## src/rtl/maclaurin_job_scheduler_if.sv

```systemverilog
// Requester/pipeline bundle for the Maclaurin job scheduler.
// The slave side is the scheduler. The master side is the requester front-ends
// together with the term datapath.
interface maclaurin_job_scheduler_if #(
    parameter int NREQ = 4,
    parameter int W    = 16
);
    logic [NREQ-1:0]   req;
    logic [NREQ*W-1:0] x_in;
    logic [NREQ*3-1:0] n_in;
    logic [NREQ-1:0]   gnt;
    logic              pipe_valid;
    logic [W-1:0]      pipe_x;
    logic [2:0]        pipe_k;
    logic              pipe_first;
    logic              pipe_last;
    logic              pipe_err;
    logic [NREQ-1:0]   done;
    logic [NREQ-1:0]   err;
    logic              busy;

    modport slave (
        input  req, x_in, n_in, pipe_err,
        output gnt, pipe_valid, pipe_x, pipe_k, pipe_first, pipe_last, done, err, busy
    );

    modport master (
        output req, x_in, n_in, pipe_err,
        input  gnt, pipe_valid, pipe_x, pipe_k, pipe_first, pipe_last, done, err, busy
    );
endinterface

```

## src/rtl/maclaurin_job_scheduler.sv

```systemverilog
// Round-robin job scheduler in front of a shared fixed-latency Maclaurin term pipeline.
// It accepts one job (x, N) at a time and issues N terms back to back.
// A tag shift register follows each term to the pipeline output, where the owner
// receives a done or err pulse.
module maclaurin_job_scheduler #(
    parameter int NREQ = 4,
    parameter int W    = 16,
    parameter int LAT  = 5
) (
    input  logic clk,
    input  logic rst,
    maclaurin_job_scheduler_if.slave bus
);
    localparam int OW = (NREQ > 1) ? $clog2(NREQ) : 1;

    localparam logic [0:0] IDLE  = 1'b0;
    localparam logic [0:0] ISSUE = 1'b1;

    logic [0:0]      state_q, state_d;
    logic [OW-1:0]   ptr_q, ptr_d;
    logic [NREQ-1:0] pending_q, pending_d;
    logic [2:0]      k_q, k_d;
    logic [2:0]      lastk_q, lastk_d;
    logic [OW-1:0]   owner_q, owner_d;
    logic [W-1:0]    x_q, x_d;

    // Tag pipeline: stage LAT-1 lines up with pipe_err.
    logic [LAT-1:0]  tvld_q;
    logic [LAT-1:0]  tlast_q;
    logic [OW-1:0]   town_q [LAT];

    logic            issuing;
    logic            is_last;
    logic            grant_ok;
    logic            found;
    logic            abort;
    logic            err_hit;
    logic [OW-1:0]   err_own;
    logic [OW-1:0]   gidx;
    logic [NREQ-1:0] eligible;
    logic [NREQ-1:0] gnt;
    logic [NREQ-1:0] done;
    logic [NREQ-1:0] err;

    // Requester index at a given offset from base, wrapping at NREQ.
    function automatic logic [OW-1:0] rr_idx(input logic [OW-1:0] base, input int off);
        return OW'((int'(base) + off) % NREQ);
    endfunction

    assign issuing  = (state_q == ISSUE);
    assign is_last  = (k_q == lastk_q);
    assign eligible = bus.req & ~pending_q;
    assign err_hit  = tvld_q[LAT-1] & bus.pipe_err & ~rst;
    assign err_own  = town_q[LAT-1];
    // An error on the active job's owner aborts the job and blocks this cycle's grant.
    assign abort    = err_hit & issuing & (err_own == owner_q);
    assign grant_ok = ~rst & ((state_q == IDLE) | (issuing & is_last & ~abort));

    // Round-robin search that starts at the pointer.
    always_comb begin
        found = 1'b0;
        gidx  = '0;
        for (int off = 0; off < NREQ; off++) begin
            if (!found && eligible[rr_idx(ptr_q, off)]) begin
                found = 1'b1;
                gidx  = rr_idx(ptr_q, off);
            end
        end
    end

    // One-hot grant, plus completion/abort decode from the tag at the last stage.
    always_comb begin
        gnt  = '0;
        done = '0;
        err  = '0;
        if (found && grant_ok) begin
            gnt[gidx] = 1'b1;
        end
        for (int o = 0; o < NREQ; o++) begin
            done[o] = ~rst & tvld_q[LAT-1] & tlast_q[LAT-1] & ~bus.pipe_err
                      & (town_q[LAT-1] == OW'(o));
            err[o]  = err_hit & (err_own == OW'(o));
        end
    end

    // FSM, term counter, job latch, pointer and pending next-state.
    always_comb begin
        state_d = state_q;
        k_d     = k_q;
        lastk_d = lastk_q;
        owner_d = owner_q;
        x_d     = x_q;
        ptr_d   = ptr_q;
        if (issuing) begin
            if (abort || is_last) begin
                state_d = IDLE;
            end else begin
                k_d = k_q + 3'd1;
            end
        end
        if (|gnt) begin
            state_d = ISSUE;
            k_d     = 3'd0;
            owner_d = gidx;
            x_d     = bus.x_in[int'(gidx)*W +: W];
            // N=0 wraps to a last index of 7, which gives eight terms.
            lastk_d = bus.n_in[int'(gidx)*3 +: 3] - 3'd1;
            ptr_d   = rr_idx(gidx, 1);
        end
        pending_d = (pending_q & ~(done | err)) | gnt;
    end

    // Control and job registers.
    always_ff @(posedge clk) begin
        if (rst) begin
            state_q   <= IDLE;
            ptr_q     <= '0;
            pending_q <= '0;
            k_q       <= '0;
            lastk_q   <= '0;
            owner_q   <= '0;
            x_q       <= '0;
        end else begin
            state_q   <= state_d;
            ptr_q     <= ptr_d;
            pending_q <= pending_d;
            k_q       <= k_d;
            lastk_q   <= lastk_d;
            owner_q   <= owner_d;
            x_q       <= x_d;
        end
    end

    // Tag valid shift. Tags of an erroring owner are killed as they move.
    always_ff @(posedge clk) begin
        if (rst) begin
            tvld_q <= '0;
        end else begin
            tvld_q[0] <= issuing & ~(err_hit & (err_own == owner_q));
            for (int j = 1; j < LAT; j++) begin
                tvld_q[j] <= tvld_q[j-1] & ~(err_hit & (err_own == town_q[j-1]));
            end
        end
    end

    // Tag payload shift. It is only meaningful where the matching valid bit is set.
    always_ff @(posedge clk) begin
        tlast_q[0] <= is_last;
        town_q[0]  <= owner_q;
        for (int j = 1; j < LAT; j++) begin
            tlast_q[j] <= tlast_q[j-1];
            town_q[j]  <= town_q[j-1];
        end
    end

    assign bus.gnt        = gnt;
    assign bus.done       = done;
    assign bus.err        = err;
    assign bus.pipe_valid = issuing;
    assign bus.pipe_x     = x_q;
    assign bus.pipe_k     = k_q;
    assign bus.pipe_first = issuing & (k_q == 3'd0);
    assign bus.pipe_last  = issuing & is_last;
    assign bus.busy       = issuing | (|tvld_q);
endmodule
```

## src/flat_wrapper.sv

```systemverilog
// flat-port wrapper written by rule: the top's interface ports become plain ports
module maclaurin_job_scheduler_flat 
#(
    parameter int NREQ = 4,
    parameter int W    = 16,
    parameter int LAT  = 5
)
  (clk, rst, bus_req, bus_x_in, bus_n_in, bus_pipe_err, bus_gnt, bus_pipe_valid, bus_pipe_x, bus_pipe_k, bus_pipe_first, bus_pipe_last, bus_done, bus_err, bus_busy);
  maclaurin_job_scheduler_if #(.NREQ(NREQ), .W(W)) bus_i ();
  input  logic clk;
  input  logic rst;
  input wire logic [$bits(bus_i.req)-1:0] bus_req;
  input wire logic [$bits(bus_i.x_in)-1:0] bus_x_in;
  input wire logic [$bits(bus_i.n_in)-1:0] bus_n_in;
  input wire logic [$bits(bus_i.pipe_err)-1:0] bus_pipe_err;
  output wire logic [$bits(bus_i.gnt)-1:0] bus_gnt;
  output wire logic [$bits(bus_i.pipe_valid)-1:0] bus_pipe_valid;
  output wire logic [$bits(bus_i.pipe_x)-1:0] bus_pipe_x;
  output wire logic [$bits(bus_i.pipe_k)-1:0] bus_pipe_k;
  output wire logic [$bits(bus_i.pipe_first)-1:0] bus_pipe_first;
  output wire logic [$bits(bus_i.pipe_last)-1:0] bus_pipe_last;
  output wire logic [$bits(bus_i.done)-1:0] bus_done;
  output wire logic [$bits(bus_i.err)-1:0] bus_err;
  output wire logic [$bits(bus_i.busy)-1:0] bus_busy;
  assign bus_i.req = bus_req;
  assign bus_i.x_in = bus_x_in;
  assign bus_i.n_in = bus_n_in;
  assign bus_i.pipe_err = bus_pipe_err;
  assign bus_gnt = bus_i.gnt;
  assign bus_pipe_valid = bus_i.pipe_valid;
  assign bus_pipe_x = bus_i.pipe_x;
  assign bus_pipe_k = bus_i.pipe_k;
  assign bus_pipe_first = bus_i.pipe_first;
  assign bus_pipe_last = bus_i.pipe_last;
  assign bus_done = bus_i.done;
  assign bus_err = bus_i.err;
  assign bus_busy = bus_i.busy;
  maclaurin_job_scheduler #(.NREQ(NREQ), .W(W), .LAT(LAT)) u_core (.clk(clk), .rst(rst), .bus(bus_i));
endmodule
```

## config.mk

```make
export PLATFORM = sky130hd
export DESIGN_NAME = maclaurin_job_scheduler_flat
export DESIGN_NICKNAME = d
export VERILOG_FILES = /design/src/rtl/maclaurin_job_scheduler_if.sv /design/src/rtl/maclaurin_job_scheduler.sv /design/src/flat_wrapper.sv
export SDC_FILE = /design/constraint.sdc
export NUM_CORES = 1
export LEC_CHECK = 0
export CORE_MARGIN = 2
export CORE_UTILIZATION = 45
export DETAILED_ROUTE_END_ITERATION = 8
export PLACE_DENSITY_LB_ADDON = 0.08
export SYNTH_ARGS = -nofsm -noshare
export SYNTH_HDL_FRONTEND = slang
export SYNTH_SLANG_ARGS = --single-unit
```

## constraint.sdc

```tcl
create_clock -name clk -period 4.1 [get_ports clk]
set_input_delay 1.025 -clock clk [delete_from_list [all_inputs] [get_ports clk]]
set_output_delay 1.025 -clock clk [all_outputs]
set_load 0.02 [all_outputs]
```

==> impl_metrics.toml, run 1 <==
[timing]
maxSlewViolCount = 0
max_clock_freq_mhz = 257.4
skew_ns = 0.005638
setup_viol = 0
post-route-period-util = 0.9474
rsz0062_at_grt = "false"
finalHoldViolCount = 0
maxSlewHeadroom = 0.5590
min_period_ns = 3.884
tightest_slew_ns = 0.6614
finalSetupTns_ns = 0

[clock_tree]
clk_pin_slew_ns = 0.09
cts_root_buffer = "clkbuf_8"
cts_buffers = 5
cts_setup_buffers = 0
cts_hold_buffers = 0
cts_sinks = 51
tritoncts = "built"
clk_path_buf_depth = 2
insertion_delay_ns = 0.30
htree_levels = 2

[grt]
antenna_found_initial = 0
grt_pass1_vias = 2414
gr-total-overflow = 0
grt_start_max_net_pins = 27
track_usage = 0.2208
grt_pass1_wl_microns = 11100

[drt]
drt_iter0_drc = 99
routedWlPerCell_microns = 14.65
dr.pass1.iters = 4
dr_total_vias = 2456
routed_wl_microns = 7001
ant_nets = 0
avgViaCountPerCell = 5.138
drc = 0

[critical_path]
cp_max_fo = 3
crit_required_ns = 3.07
arrival_ns = 2.86
rr_worst_depth = 7
r2r-start = "u_core.town_q[0][9]$_DFF_P_"
r2r_slack_ns = 1.71
path_class = "primary input to output pin"
worstSetupEndpointType = "output pin"
start_kind = "primary input"
r2r_end = "u_core.lastk_q[2]$_SDFFE_PP0P_"
slowest_stage = "clkdlybuf4s50_1"
cpPeakStageDelay_ns = 0.42
path_cells = "clkdlybuf4s50_1 -> nand3b_1 -> or3_4 -> a21boi_2 -> nor2_1 -> nand2_1 -> nor3_1 -> dlygate4sd2_1"

[die]
start_util = 0.4581
row_count = 28
ios = 118
fp.dieH_microns = 81.18
die_area_sq_um = 6589
fp.coreArea_sq_um = 5851
die_w_microns = 81.18

[synthesis]
ys_top_cells_by_count = "51 x dfxtp_1, 44 x nand2_1, 36 x mux2i_1, 22 x nor2_1, 16 x a32o_1"
ys_warn_count = 0
synth_nets = 363
syn_avg_cell_area_sq_um = 9.675
yosys.area.top_type = "dfxtp_1"
synth_most_common_cell = "dfxtp_1"
async_flop_share = 0
syn-instance-count = 277
ys_seq_area_frac = 0.3810
ys_seq_elements = 51
syn_area_sq_um = 2680
synth_top_area_frac = 0.3810
synth-edff-count = 0
synth_cell_types = 54
ys_top_cells_by_area = "dfxtp_1 38%, mux2i_1 13%, nand2_1 6.2%, a32o_1 6.0%, xor2_1 4.6%"
synth_ff_type = "dfxtp_1"

[power]
ir_drop_v = 0.0003477
p_leak_nw = 1.761
power_switching_mw = 1.118
power.density_nw_per_um2 = 685.8
p_comb_frac = 0.564
p_int_mw = 1.673
swShare = 0.4006
pwr-share-clk = 0.133
seq_power_share = 0.303
total_power_mw = 2.790

[final_layout]
finalNonFillerCells = 478
final_core_util = 0.6955
final_cell_area_sq_um = 4069
final_net_count = 488
n_fill_cell = 471
antenna_cells = 0
syn_to_final_growth_pct = 51.82
drive_gt1_frac = 0.1166

[placed_design]
place_inst = 470
port_buffers = 117
place_hpwl_microns = 5505
gp_congestion = 0.8719
placed_area_sq_um = 3945

[min_path]
min_path_type = "flip-flop to flip-flop"
holdPathStages = 0
hold_path_startpoint = "u_core.tlast_q[0]$_DFF_P_"
min_to = "u_core.tlast_q[1]$_DFF_P_"

[outcome]
outcome = "finished clean"

[job]
cap_violations = 0
==> how the worst max path moves through the flow <==
stage	startpoint	to	slack, ns	cells past startpoint
after global placement	bus_req[0]	bus_gnt[0]	-0.0009	6
after floorplan	bus_req[0]	bus_gnt[0]	0.64	5
after detailed placement	bus_req[0]	bus_gnt[0]	-0.04	6
final	rst	bus_gnt[2]	0.22	8
after global routing	rst	bus_gnt[2]	0.07	8
after CTS	rst	bus_gnt[1]	0.02	8
==> worst max-delay path, delay by kind of cell <==
family                 cells  cell delay, ns
buffers and inverters      2            0.76
AOI/OAI and AO/OA          1            0.23
and+or+nand+nor            5            0.85
==> sequential cells by signal, summed over array words and instances (netlist names) <==
name / count
u_core.tvld_q: 5
u_core.tlast_q: 5
u_core.town_q: 10
u_core.pending_q: 4
u_core.bus.pipe_x: 16
u_core.lastk_q: 3
u_core.bus.pipe_k: 3
u_core.bus.pipe_valid: 1
u_core.ptr_q: 2
u_core.owner_q: 2
==> layout by cell type (no fill, tap or decap), types with 2 or more instances in the layout <==
cell / netlist / layout
nand3b_1: 2 / 2
a21oi_2: 2 / 2
nand2b_1: 2 / 2
clkdlybuf4s50_1: 0 / 113
o31ai_1: 2 / 2
xor2_1: 14 / 14
and2_1: 2 / 2
nor3_4: 2 / 2
a21oi_1: 3 / 3
buf_4: 0 / 18
nand2_1: 44 / 44
o21a_1: 2 / 2
nand3_1: 2 / 2
a211oi_1: 2 / 2
o21ai_0: 5 / 5
dlymetal6s2s_1: 0 / 2
nor3_1: 5 / 5
mux2i_1: 36 / 36
a32o_1: 16 / 16
mux2_4: 2 / 2
and2b_2: 2 / 2
o211ai_1: 3 / 3
ha_1: 3 / 3
o311a_1: 5 / 5
dlygate4sd2_1: 0 / 2
inv_1: 4 / 4
nor2_1: 22 / 22
dfxtp_1: 51 / 51
o21ai_1: 3 / 3
clkbuf_8: 1 / 6
==> power groups by stage <==
stage / Clock (mW) / Combinational [mW] / Sequential [mW]
global route: 0.400 / 1.72 / 0.870
CTS: 0.380 / 1.59 / 0.847
finish: 0.371 / 1.57 / 0.846
floorplan: 0 / 1.02 / 0.923
global placement: 0 / 1.57 / 0.850
detailed placement: 0 / 1.59 / 0.857
==> layer usage <==
metal,GRT usage,share of wire,vias to the layer above
met2,0.3835,0.49,83
met5,0,0,-
met4,0.07458,0.013,0
met3,0.07889,0.076,9
met1,0.2507,0.42,1121
li1,-,-,1243
==> timing repair <==
action / in CTS / in global routing
gates resized for setup: 2 / 2
setup endpoints to repair: 2 / 2
cloned: 0 / 0
==> area by class of cell <==
cell class	instances	area, sq um	area share
Multi-Input combinational cell	205	1509	0.3708
Timing Repair Buffer	135	1309	0.3216
Sequential cell	51	1021	0.2509
Tap cell	75	93.84	0.02306
Clock buffer	6	82.58	0.02030
Clock inverter	2	38.79	0.009533
Inverter	4	15.01	0.003690
==> metrics by stage <==
stage | setup WS, ns | hold WS [ns]
2_1_floorplan | 0.6395 | 0.3096
3_3_place_gp | -0.0008560 | 0.3126
3_5_place_dp | -0.03528 | 0.3144
4_1_cts | 0.01697 | 0.3379
5_1_grt | 0.07233 | 0.3500
6_report | 0.2155 | 0.3349
==> kinds of logic (layout without fill, tap and decap cells) <==
logic type               Yosys count  count (layout)  synth area share
AO/OA/AOI/OAI                     51              51            0.1597
flip-flops                        51              51            0.3810
AND/OR/NAND/NOR                   97              97            0.1900
multiplexers                      39              39            0.1499
buffers and inverters             21             147           0.05649
adder cells (fa/ha/maj)            3               3           0.01401
XOR/XNOR                          15              15           0.04902
Note: power is estimated with default switching activity, not from simulation.
==> run 2, diff against run 1 <==
Settings changed: CORE_UTILIZATION 45 to 55, DONT_BUFFER_PORTS set to 1.
==> run 2 against run 1 <==
Compared with the run above:
- sequential share of layout area increased by 11 points
- critical path depth decreased by 1
- cell count decreased by 27%
- global-route usage increased by 0.089 points
- critical path type is now flip-flop to output pin
- largest cell class unchanged
==> impl_metrics.toml, run 2 (synthesized netlist as in run 1, its figures left out) <==
[timing]
post-route-period-util = 0.8573
finalSetupTns_ns = 0
maxSlewViolCount = 0
maxSlewHeadroom = 0.5401
rsz0062_at_grt = "false"
min_period_ns = 3.515
tightest_slew_ns = 0.6876
max_clock_freq_mhz = 284.5
setup_viol = 0
worst_slack_ns = 0.5853
skew_ns = 0.008567
finalHoldViolCount = 0

[drt]
ant_nets = 0
routedWlPerCell_microns = 16.98
drt_iter0_drc = 83
avgViaCountPerCell = 5.885
drc = 0
dr_total_vias = 2054
routed_wl_microns = 5926
dr.pass1.iters = 4

[power]
ir_drop_v = 0.0005955
total_power_mw = 2.403
p_leak_nw = 1.236
power.density_nw_per_um2 = 850.6

[clock_tree]
clk_pin_slew_ns = 0.09
cts_root_buffer = "clkbuf_8"
tritoncts = "built"
cts_buffers = 5
cts_sinks = 51
clk_path_buf_depth = 2
htree_levels = 2
insertion_delay_ns = 0.31

[grt]
gr-total-overflow = 0
track_usage = 0.2217
grt_pass1_vias = 1928
antenna_found_initial = 0
grt_pass1_wl_microns = 9239
grt_start_max_net_pins = 29

[critical_path]
rr_worst_depth = 7
cpPeakStageDelay_ns = 0.56
path_class = "flip-flop to output pin"
start_kind = "flip-flop"
crit_required_ns = 3.07
path_cells = "xor2_1 -> nor3_4 -> a21boi_2 -> nor3_4 -> nand2_1 -> nor2_1 -> buf_4"
arrival_ns = 2.49
cp_max_fo = 17
worstSetupEndpointType = "output pin"
crit_top_cell = "nor3_4"
slowest_stage = "dfxtp_1"

[job]
cap_violations = 0

[final_layout]
final_core_util = 0.5981
largest_reg_flops = 16
final_net_count = 367
final_common_cell = "dfxtp_1"
antenna_cells = 0
multiInputGateArea_sq_um = 1515
ff_latch_area_sq_um = 1021
final_cell_mix = "51 x dfxtp_1, 44 x nand2_1, 36 x mux2i_1"
final_cell_area_sq_um = 2825
n_fill_cell = 432
drive_gt1_frac = 0.1489
syn_to_final_growth_pct = 5.416

[placed_design]
gp_congestion = 0.7560
place_hpwl_microns = 4523
port_buffers = 0
placed_area_sq_um = 2734
pre_cts_slack_ns = 0.3064

[die]
fp.coreArea_sq_um = 4723
ios = 118
row_count = 25
fp.dieH_microns = 73.81
start_util = 0.5674
die_area_sq_um = 5447
die_w_microns = 73.81

[min_path]
holdPathStages = 0
min_path_type = "flip-flop to flip-flop"

[outcome]
outcome = "finished clean"
## run 2: cell types whose count changed in the layout (fill, tap and decap cells not counted)
cell,delta
clkdlybuf4s50_1,-113
buf_4,-4
dlygate4sd2_1,-2
dlymetal6s2s_1,-2
bufinv_16,-1
clkbuf_1,+1
clkbuf_8,-1
clkinv_2,+1
clkinvlp_4,+1
inv_6,-1
nor3_2,-1
nor3_4,+1
## run 2: layout make-up
class,count,share of cell area
flip-flops and latches,51,0.3614
inverters,4,0.005314
well taps,67,0.02967
multi-input cells,205,0.5363
clock inverters,2,0.004429
repair buffers,14,0.03720
clock buffers,6,0.02569
## run 2: critical path: cells and delay by family (launching register included)
| family | cells | cell delay, ns |
|---|---|---|
| AOI/OAI and AO/OA | 1 | 0.15 |
| xor gates and xnor gates | 1 | 0.16 |
| buffers and inverters | 1 | 0.15 |
| DFF | 1 | 0.56 |
| and+or+nand+nor | 4 | 1.16 |
## run 2: stage by stage
| stage | std cells | hold slack (ns) |
|---|---|---|
| finish | 349 | 0.3363 |
| global route | 349 | 0.3420 |
| CTS | 349 | 0.3360 |
| detailed placement | 341 | 0.3154 |
| global placement | 341 | 0.3116 |
| floorplan | 277 | 0.3096 |
## run 2: layer usage
layer	wire [microns]	up-vias	global-route usage
met5	0	-	0
met4	106	0	0.08889
met3	408	7	0.05350
met2	2963	88	0.3710
met1	2447	958	0.2725
li1	-	1001	-
## run 2: report_power, final
part | internal [mW] | switching, mW
sequential | 0.707 | 0.262
clock | 0.120 | 0.165
combinational | 0.509 | 0.641
## run 2: worst paths after layout
kind	startpoint	to	slack [ns]
worst max-delay path	u_core.bus.pipe_k[0]$_SDFFE_PP0P_	bus_gnt[3]	0.59
worst min-delay path	u_core.tlast_q[2]$_DFF_P_	u_core.tlast_q[3]$_DFF_P_	0.34
worst max register to register	u_core.ptr_q[1]$_SDFFE_PP0P_	u_core.bus.pipe_x[6]$_SDFFE_PP0P_	1.58
worst min register to register	u_core.tlast_q[2]$_DFF_P_	u_core.tlast_q[3]$_DFF_P_	0.34
## run 2: what timing repair did
item,4_1_cts,5_1_grt
setup buffers,0,0
endpoints found under the setup margin,0,2
gates resized for setup,0,1
hold buffers,0,0
==> run 3, diff against run 2 <==
Settings changed: CORE_MARGIN 2 to not set.
==> run 3 against run 2 <==
Compared with the run above:
- sequential share of layout area is 0.50 points higher
- fmax is 7.6% lower
- first-iteration DRC count stayed put
- critical path type unchanged
- hold slack hardly changed
- flip-flop and latch count stayed put
- core utilization is 0.43 points lower
- largest power group unchanged
- critical path depth stayed put
- largest cell class unchanged
==> impl_metrics.toml, run 3 (synthesized netlist as in run 1, its figures left out) <==
[outcome]
outcome = "finished clean"

[clock_tree]
cts_sinks = 51
tritoncts = "built"
clk_path_buf_depth = 2
cts_setup_buffers = 0
clk_pin_slew_ns = 0.09
htree_levels = 2
insertion_delay_ns = 0.30
cts_root_buffer = "clkbuf_8"
cts_buffers = 5

[timing]
post-route-period-util = 0.9279
skew_ns = 0.002726
setup_viol = 0
tightest_slew_ns = 0.8097
min_period_ns = 3.804
finalSetupTns_ns = 0
finalHoldViolCount = 0
rsz0062_at_grt = "false"
maxSlewViolCount = 0
worst_slack_ns = 0.2957
maxSlewHeadroom = 0.4582
max_clock_freq_mhz = 262.9

[final_layout]
final_net_count = 363
final_cell_mix = "51 x dfxtp_1, 44 x nand2_1, 36 x mux2i_1"
antenna_cells = 0
final_cell_area_sq_um = 2786
drive_gt1_frac = 0.1403
syn_to_final_growth_pct = 3.968
largest_reg_flops = 16
final_common_cell = "dfxtp_1"
final_core_util = 0.5939

[job]
cap_violations = 0

[die]
start_util = 0.5712
die_w_microns = 71.81
die_area_sq_um = 5156
fp.coreArea_sq_um = 4692
ios = 118
fp.dieH_microns = 71.81
row_count = 25

[critical_path]
crit_required_ns = 3.07
path_class = "flip-flop to output pin"
start_kind = "flip-flop"
cp_max_fo = 13
arrival_ns = 2.78
worstSetupEndpointType = "output pin"

[drt]
avgViaCountPerCell = 6.024
dr.pass1.iters = 4
ant_nets = 0
dr_total_vias = 2000
routedWlPerCell_microns = 16.37
drc = 0
routed_wl_microns = 5434
drt_iter0_drc = 83

[min_path]
min_path_type = "flip-flop to flip-flop"

[grt]
antenna_found_initial = 0
grt_pass1_vias = 1795
gr-total-overflow = 0
track_usage = 0.2139
grt_start_max_net_pins = 24
grt_pass1_wl_microns = 8611

[power]
power.density_nw_per_um2 = 846.1
ir_drop_v = 0.0004889
total_power_mw = 2.358
p_leak_nw = 1.216

[placed_design]
gp_congestion = 0.8330
place_hpwl_microns = 4005
pre_cts_slack_ns = 0.2987
port_buffers = 0
placed_area_sq_um = 2688
[run 3: cell types whose count changed in the layout (fill, tap and decap cells not counted)]
cell,delta
buf_4,-4
clkbuf_1,-1
clkinv_2,-1
clkinvlp_4,+1
inv_6,+1
[run 3: layout make-up]
type,count,area [sq um]
tap,54,67.56
clock inverter,3,23.77
inverter,4,15.01
multi-input combinational,205,1515
clock buffer,5,68.82
sequential,51,1021
timing repair buffer,10,75.07
fill,418,1906
[run 3: critical path: stages, from the launching register on]
cell and delay (ns):
dfxtp_1 0.56, xor2_1 0.17, nor3_4 0.26, a21boi_2 0.15, nor2_1 0.64, nand2_1 0.24, nor3_1 0.26, buf_4 0.19
[run 3: through the flow]
step,instances,hold slack [ns]
floorplan,277,0.3096
global placement,324,0.3113
detailed placement,324,0.3136
CTS,332,0.3353
global route,332,0.3446
finish,332,0.3358
[run 3: repair_timing]
action	CTS	global route
resized for setup	0	1
endpoints found under the hold margin	0	0
hold buffers	0	0
endpoints found under the setup margin	0	2
[run 3: power by group]
part           internal (mW)  switching (mW)  total [mW]
sequential             0.706           0.273       0.980
clock                  0.122           0.169       0.292
combinational          0.484           0.602        1.09
total                   1.31            1.05        2.36
[run 3: path summary, 6_finish.rpt]
path | from | end | slack, ns | depth (start not counted)
max | u_core.bus.pipe_k[0]$_SDFFE_PP0P_ | bus_gnt[0] | 0.30 | 7
min | u_core.tlast_q[1]$_DFF_P_ | u_core.tlast_q[2]$_DFF_P_ | 0.34 | 0
max reg2reg | u_core.ptr_q[1]$_SDFFE_PP0P_ | u_core.bus.pipe_x[5]$_SDFFE_PP0P_ | 1.54 | 7
min reg2reg | u_core.tlast_q[1]$_DFF_P_ | u_core.tlast_q[2]$_DFF_P_ | 0.34 | 0
[run 3: routing by layer]
layer / vias to the layer above / wire length [microns] / global-route usage
li1: 997 / - / -
met1: 921 / 2361 / 0.2619
met2: 74 / 2654 / 0.3637
met3: 8 / 338 / 0.05345
met4: 0 / 80 / 0.07843
met5: - / 0 / 0
